[config.mk]
export PLATFORM = sky130hd
export DESIGN_NAME = key_debounce_flat
export DESIGN_NICKNAME = d
export VERILOG_FILES = /design/src/rtl/key_debounce_pkg.sv /design/src/rtl/key_debounce_if.sv /design/src/rtl/key_debounce_sync_2ff.sv /design/src/rtl/key_debounce.sv /design/src/flat_wrapper.sv
export SDC_FILE = /design/constraint.sdc
export NUM_CORES = 1
export LEC_CHECK = 0
export ABC_AREA = 1
export BUFFER_PORTS_ARGS = -buffer_cell sky130_fd_sc_hd__buf_2
export CAP_MARGIN = 20
export CORE_MARGIN = 8
export CORE_UTILIZATION = 35
export DETAILED_ROUTE_END_ITERATION = 10
export PLACE_DENSITY_LB_ADDON = 0.15
export SYNTH_ARGS = -nofsm -noshare
export SYNTH_HDL_FRONTEND = slang
export SYNTH_SLANG_ARGS = --single-unit
[constraint.sdc]
create_clock -name sys_clk -period 3.2 [get_ports sys_clk]
set_input_delay 0.16 -clock sys_clk [delete_from_list [all_inputs] [get_ports sys_clk]]
set_output_delay 0.16 -clock sys_clk [all_outputs]
set_load 0.03 [all_outputs]
[src/rtl/key_debounce_pkg.sv]
// Shared types and constants for the push-button debouncer.
// Latency: n/a (package only).
// Backpressure: n/a (package only).
//
// Contents: FSM state encoding, default timing constants, counter-width helper.
package key_debounce_pkg;

   typedef enum logic [1:0] {
      IDLE    = 2'd0,
      PRESS_F = 2'd1,
      DOWN    = 2'd2,
      REL_F   = 2'd3
   } state_t;

   // Defaults for a 50 MHz clock: 20 ms filter, 500 ms first repeat, 200 ms repeat rate.
   localparam int unsigned CNT_MAX_DEF    = 999_999;
   localparam int unsigned LONG_MAX_DEF   = 24_999_999;
   localparam int unsigned REPEAT_MAX_DEF = 9_999_999;

   // Bits needed to hold the largest of the three terminal counts.
   function automatic int cnt_width(int unsigned a, int unsigned b, int unsigned c);
      int unsigned m;
      m = a;
      if (b > m) m = b;
      if (c > m) m = c;
      return (m == 0) ? 1 : $clog2(m + 1);
   endfunction

   localparam int CNT_W = cnt_width(CNT_MAX_DEF, LONG_MAX_DEF, REPEAT_MAX_DEF);

endpackage

[src/rtl/key_debounce_if.sv]
// Button-side signal bundle: raw key input plus debounced pulse/level outputs.
// Latency: n/a (wires only).
// Backpressure: none; key_flag is a fire-and-forget pulse.
//
// master : drives key_in, observes key_flag/key_level (button + consumer side)
// slave  : the debouncer
interface key_debounce_if;
   logic key_in;     // raw button, active-low, asynchronous
   logic key_flag;   // one-cycle pulse per accepted press / repeat
   logic key_level;  // debounced level, 1 = pressed

   modport master (output key_in,  input  key_flag, input key_level);
   modport slave  (input  key_in,  output key_flag, output key_level);
endinterface

[src/rtl/key_debounce_sync_2ff.sv]
// Two-flop synchroniser for an asynchronous, active-low button input.
// Latency: 2 cycles.
// Backpressure: none.
//
// Ports: clk_i, rst_ni (async active-low), d_i (async in), q_o (synchronised out).
// Resets to 1 so a released button is the power-up value.
module sync_2ff (
   input  logic clk_i,
   input  logic rst_ni,
   input  logic d_i,
   output logic q_o
);

   logic [1:0] sync_q;

   always_ff @(posedge clk_i or negedge rst_ni) begin
      if (!rst_ni) begin
         sync_q <= 2'b11;
      end else begin
         sync_q <= {sync_q[0], d_i};
      end
   end

   assign q_o = sync_q[1];

endmodule

[src/rtl/key_debounce.sv]
// Debounces one active-low push-button; emits a one-cycle press pulse and a debounced level.
// Latency: key_flag 2 + CNT_MAX + 1 cycles after a clean fall of key_in.
// Backpressure: none; key_flag is a registered single-cycle pulse.
//
// Ports: sys_clk, sys_rst_n (async active-low), key_if (slave: key_in in, key_flag/key_level out).
// Optional feature: define KEY_REPEAT_EN for auto-repeat pulses while the key is held.
module key_debounce
   import key_debounce_pkg::*;
#(
   parameter int unsigned CNT_MAX    = CNT_MAX_DEF,
   parameter int unsigned LONG_MAX   = LONG_MAX_DEF,
   parameter int unsigned REPEAT_MAX = REPEAT_MAX_DEF
) (
   input  logic           sys_clk,
   input  logic           sys_rst_n,
   key_debounce_if.slave  key_if
);

   localparam int CW = cnt_width(CNT_MAX, LONG_MAX, REPEAT_MAX);
   localparam logic [CW-1:0] CNT_LIM = CW'(CNT_MAX);

   logic          key_s;
   state_t        state_q;
   logic [CW-1:0] cnt_q;
   logic [CW-1:0] cnt_inc_d;
   logic          flag_q;
   logic          level_q;
   // boot_q marks when the synchroniser holds real samples again after reset;
   // arm_q then requires one released observation before any press is accepted,
   // so a key held through reset never produces a pulse.
   logic [1:0]    boot_q;
   logic          arm_q;

   sync_2ff u_sync (
      .clk_i  (sys_clk),
      .rst_ni (sys_rst_n),
      .d_i    (key_if.key_in),
      .q_o    (key_s)
   );

   // Saturating increment: the counter never wraps.
   assign cnt_inc_d = (cnt_q == {CW{1'b1}}) ? cnt_q : cnt_q + CW'(1);

`ifdef KEY_REPEAT_EN
   localparam logic [CW-1:0] LONG_LIM = CW'(LONG_MAX);
   localparam logic [CW-1:0] REP_LIM  = CW'(REPEAT_MAX);

   logic [CW-1:0] hold_cnt_q;
   logic [CW-1:0] hold_inc_d;
   logic          rep_q;     // first long-hold pulse already issued

   assign hold_inc_d = (hold_cnt_q == {CW{1'b1}}) ? hold_cnt_q : hold_cnt_q + CW'(1);
`endif

   always_ff @(posedge sys_clk or negedge sys_rst_n) begin
      if (!sys_rst_n) begin
         state_q    <= IDLE;
         cnt_q      <= '0;
         flag_q     <= 1'b0;
         level_q    <= 1'b0;
         boot_q     <= 2'b00;
         arm_q      <= 1'b0;
`ifdef KEY_REPEAT_EN
         hold_cnt_q <= '0;
         rep_q      <= 1'b0;
`endif
      end else begin
         flag_q <= 1'b0;
         boot_q <= {boot_q[0], 1'b1};
         if (boot_q[1] && key_s) begin
            arm_q <= 1'b1;
         end

         case (state_q)
            IDLE: begin
               if (arm_q && !key_s) begin
                  state_q <= PRESS_F;
                  cnt_q   <= '0;
               end
            end

            PRESS_F: begin
               if (key_s) begin
                  state_q <= IDLE;            // bounce rejected
               end else if (cnt_q == CNT_LIM) begin
                  state_q <= DOWN;
                  flag_q  <= 1'b1;
                  level_q <= 1'b1;
`ifdef KEY_REPEAT_EN
                  hold_cnt_q <= '0;
                  rep_q      <= 1'b0;
`endif
               end else begin
                  cnt_q <= cnt_inc_d;
               end
            end

            DOWN: begin
               // Release has priority over a repeat pulse due in the same cycle.
               if (key_s) begin
                  state_q <= REL_F;
                  cnt_q   <= '0;
`ifdef KEY_REPEAT_EN
                  hold_cnt_q <= '0;
                  rep_q      <= 1'b0;
`endif
               end
`ifdef KEY_REPEAT_EN
               else if (hold_cnt_q == (rep_q ? REP_LIM : LONG_LIM)) begin
                  flag_q     <= 1'b1;
                  hold_cnt_q <= '0;
                  rep_q      <= 1'b1;
               end else begin
                  hold_cnt_q <= hold_inc_d;
               end
`endif
            end

            REL_F: begin
`ifdef KEY_REPEAT_EN
               hold_cnt_q <= '0;
               rep_q      <= 1'b0;
`endif
               if (!key_s) begin
                  state_q <= DOWN;            // release glitch, no new pulse
               end else if (cnt_q == CNT_LIM) begin
                  state_q <= IDLE;
                  level_q <= 1'b0;
               end else begin
                  cnt_q <= cnt_inc_d;
               end
            end

            default: state_q <= IDLE;
         endcase
      end
   end

   assign key_if.key_flag  = flag_q;
   assign key_if.key_level = level_q;

endmodule

[src/flat_wrapper.sv]
// flat-port wrapper written by rule: the top's interface ports become plain ports
module key_debounce_flat import key_debounce_pkg::*;
#(
   parameter int unsigned CNT_MAX    = CNT_MAX_DEF,
   parameter int unsigned LONG_MAX   = LONG_MAX_DEF,
   parameter int unsigned REPEAT_MAX = REPEAT_MAX_DEF
)
  (sys_clk, sys_rst_n, key_if_key_in, key_if_key_flag, key_if_key_level);
  key_debounce_if key_if_i ();
  input  logic sys_clk;
  input  logic sys_rst_n;
  input wire logic [$bits(key_if_i.key_in)-1:0] key_if_key_in;
  output wire logic [$bits(key_if_i.key_flag)-1:0] key_if_key_flag;
  output wire logic [$bits(key_if_i.key_level)-1:0] key_if_key_level;
  assign key_if_i.key_in = key_if_key_in;
  assign key_if_key_flag = key_if_i.key_flag;
  assign key_if_key_level = key_if_i.key_level;
  key_debounce #(.CNT_MAX(CNT_MAX), .LONG_MAX(LONG_MAX), .REPEAT_MAX(REPEAT_MAX)) u_core (.sys_clk(sys_clk), .sys_rst_n(sys_rst_n), .key_if(key_if_i));
endmodule
# --- After elaboration in Yosys (flattened, before gate mapping) ---
# Index checks and enable logic that the tools add are counted.
totals:
  ff_bits: 34
  latchBits: 0
  ram_bits: 0
  romBits: 0
  out_inout_bits: 2
  word_cells: 51
  n_memories: 0
op_classes:
  n_addsub: 1
  multipliers: 0
  n_div: 0
  n_lt_le_gt_ge: 0
  n_eq_ne: 13
  shift: 0
  mux: 22
  bitwise_logic: 0
  reduce_logical: 8
op_table:
  columns: ["cell", "n"]
  rows:
  - ["2-to-1 mux 25 bit", 6]
  - ["one-hot mux 25 bit (4 select lines)", 1]
  - ["adder 25 x 1 -> 25 bit, second input constant", 1]
  - ["== test 25 x 20 -> 1 bit, second input constant", 1]
  - ["== test 25 bit, second input constant", 1]
  - ["2-to-1 mux 2 bit", 6]
  - ["one-hot mux 2 bit (4 select lines)", 1]
  - ["AND reduction 4 bit", 2]
  - ["2-to-1 mux 1 bit", 7]
  - ["!= test 2 x 1 -> 1 bit, second input constant", 3]
  - ["!= test 2 bit, second input constant", 3]
  - ["!= test 3 x 2 -> 1 bit, second input constant", 2]
  - ["AND reduction 5 bit", 1]
  - ["== test 2 bit, second input constant", 2]
  - ["== test 2 x 1 -> 1 bit, second input constant", 1]
  - ["logical AND 1 bit", 2]
  - ["logical NOT 2 bit", 1]
  - ["one-hot mux 1 bit (2 select lines)", 1]
  - ["nonzero test 2 bit", 1]
  - ["logical NOT 1 bit", 1]

# --- Longest topological paths before layout ---
logic_depth:
  word_depth: 5
  mapped_depth: 12
  mapped_depth_nobuf: 11

# --- Hierarchy ---
# A second synthesis with hierarchy kept.
hier_totals:
  hier_cells: 303
  area_unflattened_um2: 2290.9
by_module_without_submodules:
  columns: ["module", "instances", "cells_each", "area_per_inst_um2"]
  rows:
  - ["key_debounce", 1, 301, 2238.4]
  - ["sync_2ff", 1, 2, 52.6]

# --- Least setup slack after synthesis ---
# No wires, ideal clock.
synth_path:
  kind: "flip-flop to flip-flop"
  startpoint: "register u_core.cnt_q[0]"
  endpoint: "register u_core.cnt_q[13]"
  arrival_time_ps: 1466
  path_slack_ps: 1618
  path_stages_with_launch: 12
  n_path_buf: 1
  synth_period_minus_slack_ps: 1582
  path_cell_list: "dfrtp_1 ha_1 nand3_2 nor2_4 nand2_2 nor2_4 nand3_2 inv_2 nor2_4 buf_6 nand2_1 nand2_1"
synth_between:
  elab_chain_cells: 5
  elab_cells_between_ends: 8
  classes_between: "1 x add/sub; 2 x eq/ne; 5 x mux"
synth_rtl:
  columns: ["item", "line", "text"]
  rows:
  - ["start: declaration", "key_debounce.sv:24", "logic [CW-1:0] cnt_q;"]
  - ["start signal: assignment", "key_debounce.sv:94", "cnt_q <= cnt_inc_d;"]
  - ["start signal: assignment", "key_debounce.sv:130", "cnt_q <= cnt_inc_d;"]
  - ["adder 25 x 1 -> 25 bit / == test 25 bit (equally long branches)", "key_debounce.sv:42", "assign cnt_inc_d = (cnt_q == {CW{1'b1}}) ? cnt_q : cnt_q + CW'(1);"]
  - ["2-to-1 mux 25 bit", "key_debounce.sv:42", null]
  - ["2-to-1 mux 25 bit *", "key_debounce.sv:85, key_debounce.sv:126", null]
  - ["2-to-1 mux 25 bit, on equally long branches", "key_debounce.sv:124, key_debounce.sv:83", null]
  - ["one-hot mux 25 bit (4 select lines) *", "key_debounce.sv:74", "case (state_q)"]
# Mark *: on every way between the ends. The rest lies on a longest branch, timed or not. The select of a mux whose other input is x is not followed.
# A chain may end at the register's enable or synchronous reset.

# --- Worst setup path after layout ---
layout_path:
  startpoint: "register u_core.cnt_q[0]"
  endpoint: "register u_core.cnt_q[3]"
# The elaborated chain is that of the path after synthesis.

==> impl_results.md <==
* Critical path type: reg2reg
* CP Data Required Time at 3420 ps
* Initial Util at 36.5%
* # setup viols final at 0
* Dominant cell type by area after synthesis: dfrtp_1
* Number of synthesized flops with an enable pin at 0
* Fillers at 648
* Setup WS post-layout at 1300 ps
* Final Hold Fails at 0
* Root Buffer: clkbuf_8
* H-tree levels at 2
* Die area at 0.00903 sq mm
* CTS clk-pin slew, worst paths at 70 ps
* Mapped Cells at 339
* IO Port Bufs at 4
* Sequential share of power at 45.8%
* Num CTS Buffers at 5
* Setup crit end kind: flop
* RSZ-0062 raised after global routing: false
* Post-DP HPWL at 3.74 mm
* Int Pwr at 763 uW
* Startpoint Class: flop
* GPL Wtd Cong at 0.796
* Largest fanout on the critical path at 25
* Setup_tns at 0 ps
* Placed cell area at 0.00225 sq mm
* Peak Freq at 0.528 GHz
* Routed wire per std cell at 12.3 um
* Most frequent cells after synthesis: nand2_1, nor2_1, dfrtp_1, inv_1, nand3_1
* DR vias/cell at 4.64
* Starting DRT DRC Count at 97
* Slew HR at 50.5%
* Gr ovfl total at 0
* Logic gate share of total power at 4.8%
* Max Buffers Root-to-Sink at 2
* Async set-reset flop share out of synthesis at 100%
* Hold_sp: u_core.u_sync.sync_q[0]$_DFF_PN1_
* Syn nets at 343
* Switch share at 21.8%
* First-pass GRT wire length at 9.26 mm
* Antenna diode count at 0
* Vias in the first global route at 1,921
* Clock Sinks at 34
* DR vias at 1,962
* R2R Path Start: u_core.cnt_q[0]$_DFFE_PN0P_
* Worst vdd ir at 0.288 mV
* CP startpoint: u_core.cnt_q[0]$_DFFE_PN0P_
* Width of the chip at 95.0 um
* Residual DRC at 0
* First-pass detailed-route iteration total at 4
* Slew Limit Fails at 0
* Clock skew at 7.51 ps
* Share of the yosys chip area belonging to registers at 39.1%
* Yosys top cell area share at 36.7%
* Power Dens Cells at 405 mW/mm^2
* Hold_buf cts at 2
* Leakage power at 1.11 nW
* Sw power at 213 uW
* Post-route cell area at 0.00241 sq mm
* Final worst-path cycle share at 59.2%
* Layout Area Growth over Synthesis at 10.4%
* Critical path arrival at 2120 ps
* Synth unique cells at 27
* CTS tree: yes
* Least-Margin Pin Slew at 743 ps
* Count leader, synth: nand2_1
* Share of layout cells above drive strength 1 at 7.76%
* Final net count at 351
* Clock latency on the worst-skew pair at 290 ps
* Row count at 28
* Total power at 976 uW
* Syn avg cell area at 6.44 sq um
* Outcome: complete, no violations
* Area contributors post-synth: dfrtp_1, nand2_1, nor2_1
* Clock power frac at 49.4%
* Mapped Area at 0.00218 sq mm
* Hold Crit Class: reg2reg
* Minimum clock period at 1900 ps
* FF+latch count, synth at 34
* GRT Total Usage at 12.9%
* Num ports at 5
* Cts repair resizes at 0
* ANT nets after route at 0
* Max-cap viol count at 0
* Synth warnings at 0
* Routed WL at 5.18 mm
* Synth Flop Type: dfrtp_1
* Dpl ws at 1310 ps
* Postcts setup bufs at 0
* Largest net degree at the start of global routing at 35
* Die H at 95.0 um
* Core area at 0.00599 sq mm
* Initial antenna violation count at 0
## critical path: stages (launching register included)
cell,delay [ps]
dfrtp_1,420
ha_1,260
nand2_1,120
nor2_2,70
nand3_1,100
inv_1,40
nand2_1,70
nand2_2,70
nor2_4,490
nand2_1,100
nand2_1,90
## area by class of cell
| type | instances | area [sq um] | share of cell area (%) |
|---|---|---|---|
| clock buffer | 5 | 68.8 | 2.85 |
| clock inverter | 3 | 68.8 | 2.85 |
| inverter | 29 | 109 | 4.51 |
| multi-input combinational | 270 | 1170 | 48.5 |
| sequential | 34 | 853 | 35.4 |
| tap | 75 | 93.8 | 3.89 |
| timing repair buffer | 7 | 47.5 | 1.97 |
## placed cells by master, fill, tap and decap left out, drive strengths merged, types with 2 or more instances in the layout
master       count
a21oi            2
and2             3
buf              5
bufinv           2
clkbuf           5
dfrtp           32
dfstp            2
dlygate4sd3      2
inv             29
nand2          160
nand3           13
nand3b           2
nor2            66
nor3             6
o21ai            5
xnor2            2
xor2             5
## power by group through the flow
stage / logic (mW) / registers, mW / clock network, mW
after floorplan: 0.0325 / 0.453 / 0
after global placement: 0.0474 / 0.455 / 0
after detailed placement: 0.0473 / 0.455 / 0
after CTS: 0.0493 / 0.447 / 0.496
after global routing: 0.0549 / 0.448 / 0.515
final: 0.0470 / 0.447 / 0.482
## registers in the layout, summed over array words and instances (netlist names), named ones only
| register | flops |
|---|---|
| u_core.cnt_q | 25 |
| u_core.boot_q | 2 |
| u_core.u_sync.sync_q | 2 |
| u_core.arm_q | 1 |
| u_core.key_if.key_flag | 1 |
| u_core.key_if.key_level | 1 |
| u_core.state_q | 1 |
## per-stage QoR
stage               std cells  hold slack (ps)  utilization, %
CTS                       423              362            40.2
finish                    423              358            40.2
floorplan                 339             -136               -
detailed placement        413              268            37.6
global placement          413              269            37.6
global route              423              367            40.2
## layer usage
layer | GRT usage (%) | vias up | routed length (um)
met5 | 0 | - | 0
met4 | 3.77 | 0 | 53
met3 | 2.54 | 6 | 138
met2 | 20.9 | 20 | 2290
met1 | 16.9 | 904 | 2700
li1 | - | 1032 | -
## logic make-up (layout without fill, tap and decap cells)
family / Yosys count / count (layout) / share of synthesized area (%)
and+or+nand+nor: 251 / 251 / 47.4
buffers and inverters: 35 / 44 / 7.39
other: 1 / 1 / 0.172
DFF: 34 / 34 / 39.1
AOI/OAI and AO/OA: 10 / 10 / 2.63
adders and majority gates: 1 / 1 / 0.573
xor gates and xnor gates: 7 / 7 / 2.81
## worst paths after layout
check                                                          to  cells past startpoint  slack [ps]
min in group asynchronous            u_core.cnt_q[13]$_DFFE_PN0P_                      2         460
worst max register to register        u_core.cnt_q[3]$_DFFE_PN0P_                     10        1300
max in group asynchronous            u_core.cnt_q[17]$_DFFE_PN0P_                      2        2250
worst max-delay path                  u_core.cnt_q[3]$_DFFE_PN0P_                     10        1300
worst min register to register  u_core.u_sync.sync_q[1]$_DFF_PN1_                      0         360
worst min-delay path            u_core.u_sync.sync_q[1]$_DFF_PN1_                      0         360
Note: power is estimated with default switching activity, not from simulation.
